### config.mk
export PLATFORM = sky130hd
export DESIGN_NAME = uart_tx_mmio
export DESIGN_NICKNAME = d
export VERILOG_FILES = /design/src/rtl/uart_tx_mmio_pkg.sv /design/src/rtl/uart_tx_mmio_sync_fifo.sv /design/src/rtl/uart_tx_mmio.sv
export SDC_FILE = /design/constraint.sdc
export NUM_CORES = 1
export LEC_CHECK = 0
export BUFFER_PORTS_ARGS = -buffer_cell sky130_fd_sc_hd__buf_4
export CORE_MARGIN = 2
export CORE_UTILIZATION = 54
export CTS_CLUSTER_SIZE = 40
export DETAILED_ROUTE_END_ITERATION = 7
export PLACE_DENSITY = 0.91
export SLEW_MARGIN = 5
export SYNTH_ARGS = -nofsm -noshare
export SYNTH_HDL_FRONTEND = slang
export SYNTH_SLANG_ARGS = --single-unit
### constraint.sdc
create_clock -name clk -period 4.55 [get_ports clk]
set_clock_uncertainty 0.1 [all_clocks]
set_input_delay 0.91 -clock clk [delete_from_list [all_inputs] [get_ports clk]]
set_output_delay 0.91 -clock clk [all_outputs]
set_load 0.03 [all_outputs]
### src/rtl/uart_tx_mmio_pkg.sv
// Shared register map, status/control bit positions and TX FSM encoding
// for the memory-mapped UART transmitter.
package uart_tx_mmio_pkg;

    localparam logic [1:0] UART_TXDATA = 2'd0;
    localparam logic [1:0] UART_STATUS = 2'd1;
    localparam logic [1:0] UART_CTRL   = 2'd2;

    localparam int STAT_BUSY    = 0;
    localparam int STAT_FULL    = 1;
    localparam int STAT_EMPTY   = 2;
    localparam int STAT_OVF     = 3;
    localparam int STAT_CNT_LSB = 4;

    localparam int CTRL_EN      = 0;
    localparam int CTRL_OVF_CLR = 1;

    localparam int FRAME_DATA_BITS = 8;

    typedef enum logic [1:0] {
        S_IDLE  = 2'd0,
        S_START = 2'd1,
        S_DATA  = 2'd2,
        S_STOP  = 2'd3
    } tx_state_e;

endpackage

### src/rtl/uart_tx_mmio_sync_fifo.sv
// Generic single-clock FIFO with registered count/full/empty and
// combinational head data; overflowing pushes and underflowing pops are ignored.
module sync_fifo #(
    parameter int WIDTH = 8,
    parameter int DEPTH = 4
) (
    input  logic                     clk,
    input  logic                     reset_n,
    input  logic                     push,
    input  logic                     pop,
    input  logic [WIDTH-1:0]         din,
    output logic [WIDTH-1:0]         dout,
    output logic                     full,
    output logic                     empty,
    output logic [$clog2(DEPTH):0]   count
);
    localparam int AW = $clog2(DEPTH);

    logic [AW-1:0]    wr_ptr;
    logic [AW-1:0]    rd_ptr;
    logic [WIDTH-1:0] mem [DEPTH];
    logic             do_push;
    logic             do_pop;

    assign full    = (count == (AW+1)'(DEPTH));
    assign empty   = (count == '0);
    assign do_push = push & ~full;
    assign do_pop  = pop & ~empty;
    assign dout    = mem[rd_ptr];

    always_ff @(posedge clk or negedge reset_n) begin
        if (!reset_n) begin
            wr_ptr <= '0;
            rd_ptr <= '0;
            count  <= '0;
        end else begin
            if (do_push) wr_ptr <= wr_ptr + 1'b1;
            if (do_pop)  rd_ptr <= rd_ptr + 1'b1;
            case ({do_push, do_pop})
                2'b10:   count <= count + 1'b1;
                2'b01:   count <= count - 1'b1;
                default: count <= count;
            endcase
        end
    end

    // Storage carries no reset; only entries between the pointers are ever read.
    always_ff @(posedge clk) begin
        if (do_push) mem[wr_ptr] <= din;
    end

endmodule

### src/rtl/uart_tx_mmio.sv
// Memory-mapped 8N1 UART transmitter: register decode, TX FIFO and serialiser.
//   state   | meaning
//   S_IDLE  | line high; pop next byte when enabled and FIFO non-empty
//   S_START | start bit (low) for CLKS_PER_BIT cycles
//   S_DATA  | eight data bits, LSB first, CLKS_PER_BIT cycles each
//   S_STOP  | stop bit (high) for CLKS_PER_BIT cycles
module uart_tx_mmio
    import uart_tx_mmio_pkg::*;
#(
    parameter logic [31:0] BASE_ADDR    = 32'h0000_1000,
    parameter int          CLKS_PER_BIT = 16,
    parameter int          FIFO_DEPTH   = 4
) (
    input  logic        clk,
    input  logic        reset_n,
    input  logic        wr_sig,
    input  logic [31:0] wr_data,
    input  logic [31:0] addr,
    output logic [31:0] rd_data,
    output logic        tx
);
    localparam int BW = (CLKS_PER_BIT > 2) ? $clog2(CLKS_PER_BIT) : 1;
    localparam int CW = $clog2(FIFO_DEPTH) + 1;
    localparam logic [BW-1:0] BAUD_LAST = BW'(CLKS_PER_BIT - 1);

    tx_state_e state, state_n;
    logic [BW-1:0] baud_cnt, baud_cnt_n;
    logic [2:0]    bit_cnt, bit_cnt_n;
    logic [7:0]    shift, shift_n;
    logic          tx_n;
    logic          enable;
    logic          overflow;

    logic          sel;
    logic [1:0]    idx;
    logic          push_req;
    logic          ctrl_wr;
    logic          pop;
    logic [7:0]    fifo_dout;
    logic          fifo_full;
    logic          fifo_empty;
    logic [CW-1:0] fifo_count;
    logic          baud_last;
    logic          unused_bits;

    assign sel       = (addr[31:4] == BASE_ADDR[31:4]);
    assign idx       = addr[3:2];
    assign push_req  = wr_sig & sel & (idx == UART_TXDATA);
    assign ctrl_wr   = wr_sig & sel & (idx == UART_CTRL);
    assign baud_last = (baud_cnt == BAUD_LAST);
    assign unused_bits = &{1'b0, wr_data[31:8], addr[1:0]};

    sync_fifo #(
        .WIDTH (8),
        .DEPTH (FIFO_DEPTH)
    ) u_fifo (
        .clk     (clk),
        .reset_n (reset_n),
        .push    (push_req),
        .pop     (pop),
        .din     (wr_data[7:0]),
        .dout    (fifo_dout),
        .full    (fifo_full),
        .empty   (fifo_empty),
        .count   (fifo_count)
    );

    always_comb begin
        state_n    = state;
        baud_cnt_n = baud_cnt;
        bit_cnt_n  = bit_cnt;
        shift_n    = shift;
        pop        = 1'b0;
        case (state)
            S_IDLE: begin
                if (enable && !fifo_empty) begin
                    pop        = 1'b1;
                    shift_n    = fifo_dout;
                    baud_cnt_n = '0;
                    bit_cnt_n  = '0;
                    state_n    = S_START;
                end
            end
            S_START: begin
                baud_cnt_n = baud_last ? '0 : baud_cnt + 1'b1;
                if (baud_last) state_n = S_DATA;
            end
            S_DATA: begin
                baud_cnt_n = baud_last ? '0 : baud_cnt + 1'b1;
                if (baud_last) begin
                    shift_n = {1'b0, shift[7:1]};
                    if (bit_cnt == 3'(FRAME_DATA_BITS - 1)) begin
                        bit_cnt_n = '0;
                        state_n   = S_STOP;
                    end else begin
                        bit_cnt_n = bit_cnt + 1'b1;
                    end
                end
            end
            S_STOP: begin
                baud_cnt_n = baud_last ? '0 : baud_cnt + 1'b1;
                if (baud_last) state_n = S_IDLE;
            end
            default: state_n = S_IDLE;
        endcase
    end

    // Line level is derived from the next state so the tx flop tracks the FSM exactly.
    always_comb begin
        tx_n = 1'b1;
        case (state_n)
            S_START: tx_n = 1'b0;
            S_DATA:  tx_n = shift_n[0];
            default: tx_n = 1'b1;
        endcase
    end

    always_ff @(posedge clk or negedge reset_n) begin
        if (!reset_n) begin
            state    <= S_IDLE;
            baud_cnt <= '0;
            bit_cnt  <= '0;
            shift    <= '0;
            tx       <= 1'b1;
        end else begin
            state    <= state_n;
            baud_cnt <= baud_cnt_n;
            bit_cnt  <= bit_cnt_n;
            shift    <= shift_n;
            tx       <= tx_n;
        end
    end

    // A push against a full FIFO sets overflow even if a clear arrives the same cycle.
    always_ff @(posedge clk or negedge reset_n) begin
        if (!reset_n) begin
            enable   <= 1'b1;
            overflow <= 1'b0;
        end else begin
            if (ctrl_wr) enable <= wr_data[CTRL_EN];
            if (push_req && fifo_full)
                overflow <= 1'b1;
            else if (ctrl_wr && wr_data[CTRL_OVF_CLR])
                overflow <= 1'b0;
        end
    end

    always_comb begin
        rd_data = '0;
        if (sel) begin
            case (idx)
                UART_STATUS: begin
                    rd_data[STAT_BUSY]           = (state != S_IDLE);
                    rd_data[STAT_FULL]           = fifo_full;
                    rd_data[STAT_EMPTY]          = fifo_empty;
                    rd_data[STAT_OVF]            = overflow;
                    rd_data[STAT_CNT_LSB +: 4]   = 4'(fifo_count);
                end
                UART_CTRL: rd_data[CTRL_EN] = enable;
                default:   rd_data = '0;
            endcase
        end
    end

endmodule

# After elaboration in Yosys (flattened, before gate mapping)
# Memory sizes are Yosys's and may differ from the RTL's.
# Cells that the tools add are included.
[totals]
input_bits = 67
reg_bits = 27
n_memories = 1
elab_cells = 80
ramBits = 32
out_inout_bits = 33
[classes]
n_addsub = 6
bitwise = 7
eq_ne = 15
muxes = 27
n_reduce_logical = 13
[mem_list]
columns = ["name", "words", "word_bits", "rd", "rd_clocked_by_memory_dff", "wr", "line_no", "source"]
rows = [
  ["u_fifo.mem", 4, 8, 1, 0, 1, "uart_tx_mmio_sync_fifo.sv:21", "logic [WIDTH-1:0] mem [DEPTH];"],
]
[op_table]
columns = ["op", "n"]
rows = [
  ["== test 28 x 9 -> 1 bit (second input constant)", 1],
  ["2-to-1 mux 8 bit", 2],
  ["one-hot mux 8 bit (2 select lines)", 1],
  ["one-hot mux 3 bit (2 select lines)", 2],
  ["== test 2 bit (second input constant)", 5],
  ["2-to-1 mux 2 bit", 5],
  ["2-to-1 mux 3 bit", 3],
  ["== test 2 x 1 -> 1 bit (second input constant)", 4],
  ["2-to-1 mux 4 bit", 2],
  ["one-hot mux 2 bit (4 select lines)", 1],
  ["one-hot mux 4 bit (2 select lines)", 1],
  ["nonzero test 2 bit", 4],
  ["2-to-1 mux 7 bit", 1],
  ["adder 3 x 1 -> 3 bit (second input constant)", 2],
  ["== test 3 bit (second input constant)", 2],
  ["2-to-1 mux 1 bit", 6],
  ["2-to-1 mux 6 bit", 1],
  ["bitwise AND 1 bit", 5],
  ["adder 2 x 1 -> 2 bit (second input constant)", 2],
  ["adder 4 x 1 -> 4 bit (second input constant)", 1],
  ["== test 4 bit (second input constant)", 1],
  ["logical NOT 2 bit", 2],
  ["!= test 2 bit (second input constant)", 2],
  ["one-hot mux 1 bit (2 select lines)", 2],
  ["other kinds (7)", 10],
]

# Depth between registers and ports, before layout
# Gate-level depths: netlist of run 1.
[depth]
ltp_word = 8
mapped_depth = 11
depth_no_buf = 11

# Hierarchy
# A second synthesis of run 1 with hierarchy kept.
[unflattened]
hier_cells = 226
area_unflattened_um2 = 2911.5
[by_module_without_submodules]
columns = ["mod", "instances", "area_per_inst_um2", "cells_each", "seq_area_each_um2"]
rows = [
  ["sync_fifo", 1, 1584.0, 80, 1136.1],
  ["uart_tx_mmio", 1, 1327.5, 146, 503.0],
]

# Worst setup path before layout of run 1
# No wires, ideal clock.
[synth_path]
path_type = "input to output"
from = "input port addr[20]"
to = "output port rd_data[2]"
cell_stages = 4
required_time_ps = 3540
t_arrival_ps = 2701
path_buffers = 0
setup_slack_ps = 839
path_cell_list = "nor4_1 > nand3_2 > nor3_1 > nor4b_1"
[synth_via]
elab_chain_len = 2
[synth_lines]
columns = ["element", "line_no", "source"]
rows = [
  ["from (decl)", "uart_tx_mmio.sv:18", "input logic [31:0] addr,"],
  ["== test 28 x 9 -> 1 bit", "uart_tx_mmio.sv:46", "assign sel = (addr[31:4] == BASE_ADDR[31:4]);"],
  ["2-to-1 mux 7 bit", "uart_tx_mmio.sv:150", "if (sel) begin"],
  ["to (decl)", "uart_tx_mmio.sv:19", "output logic [31:0] rd_data,"],
]
# Every way passes these cells.

# Final worst setup path of run 1
[layout_path]
from = "input port addr[27]"
to = "output port rd_data[2]"
# Same word-level chain as after synthesis.

==> out/qor.yml, run 1 <==
setup_path:
  max_stage_delay_ps: 330
  worstPathArrival_ps: 2450
  critPathMostFrequentCell: "buf_4"
  path_cells: "buf_4 > nor4_1 > nand3_2 > nor3_1 > nor4b_1 > buf_4"
  worstReg2RegEnd: "u_fifo.count[2]"
  critPathCaptureType: "primary output"
  reg2reg_depth: 9
  startpoint_type: "input pin"
  cp_slowest_cell: "nor4_1"
  path_max_fanout: 9
  reg2reg_from: "state[1]"
  path_class: "in -> out"
  required_ps: 3540
  reg2reg_slack_ps: 1850
sta:
  setup_viol: 0
  tns_ps: 0
  period_needed_ps: 3460
  max_freq_mhz: 289
  drv_slew: 0
  relSlewSlack: 0.410
  period_share: 0.760
  worstMarginPinSlew_ps: 886
  rsz0062_at_grt: "false"
  hold_viol_final: 0
floorplanning:
  rows: 27
  num_io_pins: 100
  coreArea_sq_um: 5440
  start_util: 0.549
  die_x_um: 78.4
  dieArea_sq_um: 6140
  die_h_um: 78.4
route:
  viasPerCell: 5.37
  drtPass1Iterations: 4
  drc_errors: 0
  postRouteAntennaNets: 0
  num_vias: 1901
  drt_iter0_markers: 116
  wl_mm: 5.30
  wl_per_cell_um: 15.0
global_route:
  grt_busiest_layer: "met2"
  grt_pass1_vias: 1903
  grt_start_max_net_pins: 28
  met2_usage: 0.311
  overflow: 0
  grtUsageTotal: 0.188
  grt_pass1_wl_mm: 8.74
  antenna_found_initial: 0
  grt_use_met1: 0.235
  grtUsageMet3: 0.0563
clocking:
  cts_made_buffers: 9
  cts_setup_buffers: 0
  htreeDepth: 3
  cts_hold_buffers: 0
  cts_resized: 0
  clk_latency_ps: 330
  cts_tree: "yes"
  cts_buffer_depth: 2
  cts_root_buffer: "clkbuf_8"
  clk_pin_slew_ps: 70
  clock_sinks: 59
layout:
  final_common_cell: "buf_4"
  drive_gt1_frac: 0.309
  fin_cells: 354
  nNetsFinal: 356
  areaGrowthSynthToFinish_pct: 18.4
  mostFrequentLayoutCells: "buf_4 (48), edfxtp_1 (32), conb_1 (25), dfrtp_1 (25), nand2_1 (17)"
  antenna_cells: 0
synth:
  synthFlopType: "edfxtp_1"
  synth_compound_area_frac: 0.0678
  avgSynthCellArea_sq_um: 13.3
  synth_edf_count: 32
  synthSimpleGateAreaFrac: 0.147
  synth_adder_area_share: 0.0528
  syn_inst: 224
  seq_area_frac_synth: 0.549
  async_reset_ff_frac: 0.458
  muxShareOfSynthArea: 0.0758
  synth_xor_xnor_area_share: 0.0205
  synth_seq_cells: 59
  ys_warn_count: 0
  yosysUniqueCellTypes: 45
  syn_area_sq_um: 2990
  synth_top_family_by_area: "simple AND/OR/NAND/NOR gates"
place:
  portBuffers: 48
  gp_congestion: 0.792
  hpwl_mm: 3.78
  place_inst: 338
outcome:
  status: "finished, final reports clean"
power:
  ir_drop_v: 0.000312
  p_per_area_nw_per_um2: 325
  leakagePower_nw: 1.52
  power_mw: 1.15
run:
  drv_cap: 0
worst_hold_path:
  hp-class: "in -> async"
==> routing by layer <==
| layer | share of wire | vias up |
|---|---|---|
| met5 | 0 | - |
| met4 | 0.014 | 0 |
| li1 | - | 892 |
| met3 | 0.058 | 8 |
| met2 | 0.51 | 69 |
| met1 | 0.42 | 932 |
==> report_power, final <==
part,internal (mW),switching (mW),total [mW]
clock network,0.306,0.207,0.513
logic,0.0257,0.0468,0.0725
registers,0.564,0.00000000248,0.564
total,0.896,0.254,1.15
==> area by class of cell <==
type / instances / area (sq um)
clock buffers: 9 / 124
clock inverters: 7 / 92.6
fillers: 354 / 1900
inverters: 13 / 48.8
multi-input cells: 146 / 1180
flip-flops and latches: 59 / 1640
well taps: 72 / 90.1
repair buffers: 48 / 360
==> cell families (layout without fill, tap and decap cells) <==
group | count (synthesis) | count (layout)
AND/OR/NAND/NOR | 63 | 63
flip-flops | 59 | 59
buffers and inverters | 43 | 77
AO/OA/AOI/OAI | 27 | 27
adder cells (fa/ha/maj) | 12 | 12
multiplexers | 12 | 12
XOR/XNOR | 7 | 7
other | 1 | 25
==> state kept, by name, summed over array words and instances (netlist names) <==
register	cells
u_fifo.mem	32
shift	8
baud_cnt	4
bit_cnt	3
u_fifo.count	3
state	2
u_fifo.rd_ptr	2
u_fifo.wr_ptr	2
enable	1
overflow	1
tx	1
==> critical path, delay by kind of cell <==
kind                   cells  cell delay, ps
and+or+nand+nor            4            1200
buffers and inverters      2             330
==> per-stage QoR <==
| step | setup slack (ps) | hold WS (ps) | utilization | area [sq um] |
|---|---|---|---|---|
| 2_1_floorplan | 839 | 352 | - | 3080 |
| 3_3_place_gp | 1140 | 369 | 0.611 | 3320 |
| 3_5_place_dp | 1140 | 381 | 0.611 | 3320 |
| 4_1_cts | 1120 | 376 | 0.650 | 3540 |
| 5_1_grt | 821 | 385 | 0.650 | 3540 |
| 6_report | 1090 | 374 | 0.650 | 3540 |
==> worst max path at each step <==
stage | start | to | slack (ps) | cells after the start
2_1_floorplan | addr[20] | rd_data[2] | 840 | 4
3_3_place_gp | addr[27] | rd_data[2] | 1140 | 6
3_5_place_dp | addr[27] | rd_data[2] | 1140 | 6
4_1_cts | addr[27] | rd_data[2] | 1120 | 6
5_1_grt | addr[19] | rd_data[2] | 820 | 6
6_report | addr[27] | rd_data[2] | 1090 | 6
==> cell usage after synthesis, types with 3 or more instances <==
library cell	number	area (sq um)
edfxtp_1	32	961
buf_4	25	188
dfrtp_1	25	626
nand2_1	17	63.8
inv_1	13	48.8
ha_1	11	138
o21ai_0	10	50.1
mux4_2	8	180
and3_1	7	43.8
nor2_1	7	26.3
nor4_1	7	43.8
a221o_1	6	60.1
xnor2_1	5	43.8
and2_2	4	30.0
clkbuf_1	4	15.0
nor3_1	3	15.0
nor4_4	3	63.8
Power figures use the tool's default switching activity.
==> run 2: changes to the inputs <==
- CORE_UTILIZATION: 54 -> 50
- PLACE_DENSITY: 0.91 -> 0.85
- clock period: 4.55 -> 3.2 ns (I/O delays scaled with it)
==> run 2 against run 1 <==
Net effect:
- design area hardly changed
- register-to-register slack worse by 1200 ps
- clock power up 30%
- wire length down 3.0%
- sequential power is 42% higher
- non-clock buffer count grew 2
- worst hold slack worse by 260 ps
- highest routed layer unchanged
- critical path type unchanged
==> out/qor.yml, run 2 (synthesized netlist as in run 1, its figures left out) <==
setup_path:
  cp_slowest_cell: "nor4_1"
  startpoint_type: "input pin"
  path_max_fanout: 9  # unchanged
  crit_buf_inv: 2  # unchanged
  critPathMostFrequentCell: "buf_4"
  reg2reg_from: "enable"
  worst-path-stages: 6  # unchanged
  reg2reg_depth: 9  # unchanged
  required_ps: 2460  # -1080 ps
  critPathTopFamily: "simple AND/OR/NAND/NOR gates"
  path_cells: "buf_4 > nor4_1 > nand3_2 > nor3_1 > nor4b_1 > buf_4"
  worstSetupStartpoint: "addr[19]"
  worstSetupEndpoint: "rd_data[2]"
  reg2reg_slack_ps: 650  # -1200 ps
  path_class: "in -> out"
  critPathCaptureType: "primary output"
  worstReg2RegEnd: "u_fifo.count[2]"
  worstPathArrival_ps: 2140  # -310 ps
  max_stage_delay_ps: 330  # about the same
clocking:
  cts_buffer_depth: 2  # unchanged
  cts_hold_buffers: 0  # unchanged
  clock_sinks: 59  # unchanged
  htreeDepth: 3  # unchanged
  cts_resized: 0  # unchanged
  clk_latency_ps: 340  # about the same
  cts_made_buffers: 9  # unchanged
  clk_pin_slew_ps: 70  # about the same
  cts_setup_buffers: 0  # unchanged
  cts_root_buffer: "clkbuf_8"
  cts_tree: "yes"
route:
  drt_iter0_markers: 95  # -18%
  drtPass1Iterations: 4  # unchanged
  num_vias: 1869  # -1.7%
  drc_errors: 0  # unchanged
  postRouteAntennaNets: 0  # unchanged
  viasPerCell: 5.21  # -3.1%
  wl_mm: 5.14  # -3.0%
  wl_per_cell_um: 14.3  # -4.4%
run:
  drv_cap: 0  # unchanged
global_route:
  antenna_found_initial: 0  # unchanged
  grtUsageTotal: 0.173  # -0.0144
  grt_start_max_net_pins: 28  # unchanged
  overflow: 0  # unchanged
  grt_pass1_wl_mm: 8.30  # -5.1%
  grt_pass1_vias: 1820  # -4.4%
sta:
  relSlewSlack: 0.442  # +0.0328
  hold_viol_final: 0  # unchanged
  setup_viol: 0  # unchanged
  max_freq_mhz: 347
  period_needed_ps: 2880
  drv_slew: 0  # unchanged
  tns_ps: 0  # unchanged
  period_share: 0.901
  worstMarginPinSlew_ps: 836  # -49.2 ps
  rsz0062_at_grt: "false"
  whs_ps: 114  # -260 ps
power:
  leakagePower_nw: 1.52  # +0.20%
  clkPwrFrac: 0.425  # -0.021
  p_comb_frac: 0.065  # +0.002
  p_per_area_nw_per_um2: 444  # +37%
  intPower_mw: 1.20  # +34%
  ir_drop_v: 0.000387  # +24%
  switching_share: 0.236  # +0.0149
  pwr-share-seq: 0.510  # +0.019
  power_switching_mw: 0.370  # +46%
layout:
  largest_reg_flops: 32  # unchanged
  areaGrowthSynthToFinish_pct: 18.5  # about the same
  nFillCells: 448  # +27%
  final_common_cell: "buf_4"
  nNetsFinal: 358  # +0.56%
  largest-register: "u_fifo.mem"
  antenna_cells: 0  # unchanged
  drive_gt1_frac: 0.317  # +0.00839
  reg.largest.list: "u_fifo.mem x32, shift x8, baud_cnt x4"
  mostFrequentLayoutCells: "buf_4 (50), edfxtp_1 (32), conb_1 (25), dfrtp_1 (25), nand2_1 (17)"
worst_hold_path:
  hp-class: "in -> async"
floorplanning:
  dieArea_sq_um: 6610  # +7.6%
  coreArea_sq_um: 5850  # +7.6%
  rows: 28  # +3.7%
  start_util: 0.511  # -0.0387
  die_x_um: 81.3  # +3.7%
  die_h_um: 81.3  # +3.7%
  num_io_pins: 100  # unchanged
place:
  gp_congestion: 0.770  # -2.9%
  hpwl_mm: 3.68  # -2.7%
  portBuffers: 48  # unchanged
outcome:
  status: "finished, final reports clean"
-- run 2: stage by stage --
step / cell area (sq um) / power (mW) / setup WS [ps] / instances / util
global route: 3540 / 1.63 / 142 / 359 / 0.605
detailed placement: 3340 / 0.921 / 326 / 343 / 0.571
floorplan: 3080 / 0.889 / 29.4 / 248 / -
CTS: 3540 / 1.59 / 306 / 359 / 0.605
finish: 3540 / 1.57 / 318 / 359 / 0.605
global placement: 3340 / 0.918 / 386 / 343 / 0.571
-- run 2: cell type report --
class | count | area, sq um | share of cell area
Tap cell | 75 | 93.8 | 0.0265
Inverter | 13 | 48.8 | 0.0138
Sequential cell | 59 | 1640 | 0.463
Clock buffer | 9 | 124 | 0.0350
Timing Repair Buffer | 50 | 375 | 0.106
Multi-Input combinational cell | 146 | 1180 | 0.334
Clock inverter | 7 | 76.3 | 0.0216
-- run 2: power by group through the flow --
| stage | Clock [mW] | Combinational [mW] | Sequential, mW |
|---|---|---|---|
| 6_report | 0.668 | 0.103 | 0.802 |
| 3_3_place_gp | 0 | 0.101 | 0.817 |
| 2_1_floorplan | 0 | 0.0710 | 0.818 |
| 5_1_grt | 0.716 | 0.112 | 0.801 |
| 4_1_cts | 0.688 | 0.104 | 0.802 |
| 3_5_place_dp | 0 | 0.103 | 0.817 |
-- run 2: how the worst min path moves through the flow --
stage | cells past startpoint | endpoint | start
6_report | 1 | u_fifo.wr_ptr[0] | reset_n
5_1_grt | 1 | bit_cnt[1] | reset_n
4_1_cts | 1 | u_fifo.wr_ptr[1] | reset_n
3_5_place_dp | 2 | bit_cnt[2] | bit_cnt[2]
3_3_place_gp | 2 | bit_cnt[2] | bit_cnt[2]
2_1_floorplan | 0 | baud_cnt[0] | reset_n
-- run 2: per-layer routing --
| layer | share of wire | global-route usage | vias up |
|---|---|---|---|
| li1 | - | - | 889 |
| met1 | 0.39 | 0.206 | 906 |
| met2 | 0.54 | 0.286 | 68 |
| met3 | 0.053 | 0.0544 | 6 |
| met4 | 0.013 | 0.0814 | 0 |
| met5 | 0 | 0 | - |
==> run 3: changes to the inputs <==
- ABC_AREA: unset -> 1
- CORE_UTILIZATION: 50 -> 51
- PLACE_DENSITY: 0.85 -> 0.86
- RECOVER_POWER: unset -> 25
==> run 3 against run 2 <==
Net effect:
- largest cell class unchanged
- design area increased by 3.9%
- first-iteration DRC count increased by 49%
- sequential share of layout area decreased by 1.7 points
- non-clock buffer count increased by 2
==> out/qor.yml, run 3 <==
layout:
  drive_gt1_frac: 0.226  # -0.0908
  antenna_cells: 0  # unchanged
  areaGrowthSynthToFinish_pct: 17.4
  nNetsFinal: 472  # +32%
  largest-register: "u_fifo.mem"
  largest_reg_flops: 32  # unchanged
  reg.largest.list: "u_fifo.mem x32, shift x8, baud_cnt x4"
  fin_cells: 473  # +32%
  final_common_cell: "nand2_1"
  mostFrequentLayoutCells: "nand2_1 (65), buf_4 (50), nor2_1 (48), inv_1 (36), edfxtp_1 (32)"
  fin_util: 0.621  # +0.0163
  fin_area_sq_um: 3680  # +3.9%
synth:
  async_reset_ff_frac: 0.458  # unchanged
  synth_seq_cells: 59  # unchanged
  yosysUniqueCellTypes: 34  # -24%
  syn_inst: 335  # +50%
  synth_area_leaders: "edfxtp_1 (31%), dfrtp_1 (20%), nand2_1 (7.8%), buf_4 (6.0%), nor2_1 (5.7%)"
  synthFlopType: "edfxtp_1"
  yosysMostFrequentCell: "nand2_1"
  avgSynthCellArea_sq_um: 9.36  # -30%
  synth_top_area_cell: "edfxtp_1"
  syn_area_sq_um: 3130  # +4.9%
  synth_edf_count: 32  # unchanged
  seq_area_frac_synth: 0.523  # -0.0256
  synth_top_area_share: 0.307  # -0.0150
  ys_warn_count: 0  # unchanged
  synth_common_cells: "nand2_1 (65), nor2_1 (48), inv_1 (36)"
floorplanning:
  start_util: 0.529  # +0.0187
  dieArea_sq_um: 6790  # +2.7%
  rows: 28  # unchanged
  die_h_um: 82.4  # +1.3%
  die_x_um: 82.4  # +1.3%
  coreArea_sq_um: 5920  # +1.2%
  num_io_pins: 100  # unchanged
route:
  postRouteAntennaNets: 0  # unchanged
  drc_errors: 0  # unchanged
  num_vias: 2321  # +24%
  drt_iter0_markers: 142  # +49%
  drtPass1Iterations: 4  # unchanged
  wl_mm: 5.79  # +13%
  viasPerCell: 4.91  # -5.7%
  wl_per_cell_um: 12.2  # -14%
global_route:
  grtUsageTotal: 0.188  # +0.0142
  grt_start_max_net_pins: 28  # unchanged
  grt_pass1_wl_mm: 9.35  # +13%
  grt_pass1_vias: 2212  # +22%
  overflow: 0  # unchanged
  antenna_found_initial: 0  # unchanged
power:
  leakagePower_nw: 1.73  # +14%
  p_per_area_nw_per_um2: 415  # -6.6%
  ir_drop_v: 0.000266  # -31%
  power_mw: 1.53  # -2.9%
setup_path:
  critPathCaptureType: "primary output"
  reg2reg_slack_ps: 900  # +250 ps
  max_stage_delay_ps: 200  # -130 ps
  worstSetupEndpoint: "rd_data[4]"
  reg2reg_from: "u_fifo.count[0]"
  required_ps: 2460  # about the same
  worstSetupStartpoint: "addr[11]"
  critPathTopFamily: "simple AND/OR/NAND/NOR gates"
  cp_slowest_cell: "nand2_1"
  path_cells: "buf_4 > nor2_1 > nand2_1 > nor2_1 > nand2_1 > nor2_1 > nand2_1 > nor2_1 > buf_4"
  crit_buf_inv: 2  # unchanged
  critPathMostFrequentCell: "nor2_1"
  path_max_fanout: 6  # -3
  path_class: "in -> out"
  worstReg2RegEnd: "u_fifo.count[2]"
  startpoint_type: "input pin"
  reg2reg_depth: 9  # unchanged
  worst-path-stages: 9  # +3
  worstPathArrival_ps: 1830  # -310 ps
clocking:
  cts_root_buffer: "clkbuf_8"
  htreeDepth: 3  # unchanged
  cts_setup_buffers: 0  # unchanged
  clk_latency_ps: 340  # about the same
  cts_buffer_depth: 2  # unchanged
  cts_made_buffers: 9  # unchanged
  clk_pin_slew_ps: 70  # about the same
  cts_resized: 0  # unchanged
  cts_tree: "yes"
  clock_sinks: 59  # unchanged
  cts_hold_buffers: 0  # unchanged
place:
  hpwl_mm: 4.19  # +14%
  portBuffers: 48  # unchanged
  place_area_sq_um: 3500  # +4.8%
  gp_congestion: 0.757  # -1.6%
  place_inst: 457  # +33%
sta:
  tns_ps: 0  # unchanged
  period_needed_ps: 2570  # -314 ps
  rsz0062_at_grt: "false"
  drv_slew: 0  # unchanged
  relSlewSlack: 0.0205  # -0.422
  setup_viol: 0  # unchanged
  max_freq_mhz: 389  # +12%
  period_share: 0.803  # -0.0981
  hold_viol_final: 0  # unchanged
  worstMarginPinSlew_ps: 1470  # +633 ps
outcome:
  status: "finished, final reports clean"
worst_hold_path:
  hp-class: "reg -> reg"
run:
  drv_cap: 0  # unchanged
-- run 3: cell types whose count changed after synthesis, moves of 8 or more --
cell	delta
nand2_1	+48
nor2_1	+41
inv_1	+23
nand3_1	+17
mux4_2	-8
-- run 3: cell families after synthesis --
kind of cell	after synthesis	share of synthesized area
AOI/OAI and AO/OA	33	0.0619
other	1	0.00120
buffers and inverters	73	0.120
DFF	59	0.523
adders and majority gates	12	0.0503
xor gates and xnor gates	7	0.0220
and+or+nand+nor	150	0.222
-- run 3: metrics by stage --
stage	hold slack (ps)	worst slack, ps
floorplan	244	707
global placement	359	605
detailed placement	372	554
CTS	103	612
global route	378	400
finish	387	632
-- run 3: worst min-delay path by stage --
| stage | from | to | slack [ps] | cells past startpoint |
|---|---|---|---|---|
| 3_3_place_gp | overflow | overflow | 360 | 2 |
| 3_5_place_dp | shift[2] | shift[2] | 370 | 2 |
| 6_report | shift[3] | shift[3] | 390 | 2 |
| 2_1_floorplan | reset_n | baud_cnt[0] | 240 | 0 |
| 4_1_cts | reset_n | shift[4] | 100 | 1 |
| 5_1_grt | wr_data[5] | u_fifo.mem[2][5] | 380 | 1 |
-- run 3: where the power goes --
part / leakage [nW] / internal (mW) / switching, mW / total (mW)
Clock: 0.0884 / 0.293 / 0.329 / 0.622
Sequential: 0.653 / 0.802 / 0.000000304 / 0.802
Combinational: 0.989 / 0.0363 / 0.0669 / 0.103
Total: 1.73 / 1.13 / 0.396 / 1.53
-- run 3: per-layer routing --
layer / vias up / wire length [um] / global-route usage
li1: 1152 / - / -
met1: 1070 / 2370 / 0.218
met2: 89 / 2970 / 0.327
met3: 10 / 354 / 0.0446
met4: 0 / 93 / 0.0850
met5: - / 0 / 0
-- run 3: cell type report --
class,instances,area (sq um)
timing repair buffer,52,383
inverter,44,168
tap,75,93.8
clock inverter,7,61.3
multi-input combinational,227,1210
sequential,59,1640
fill,457,2240
clock buffer,9,124
-- run 3: worst reg2reg max path: stages, from the launching register on --
cell and delay, ps:
dfrtp_1 410, nor3_1 300, inv_1 150, nand4_2 190, ha_1 170, inv_1 60, fa_1 370, a21oi_1 140
o21ai_0 110, xor2_1 150
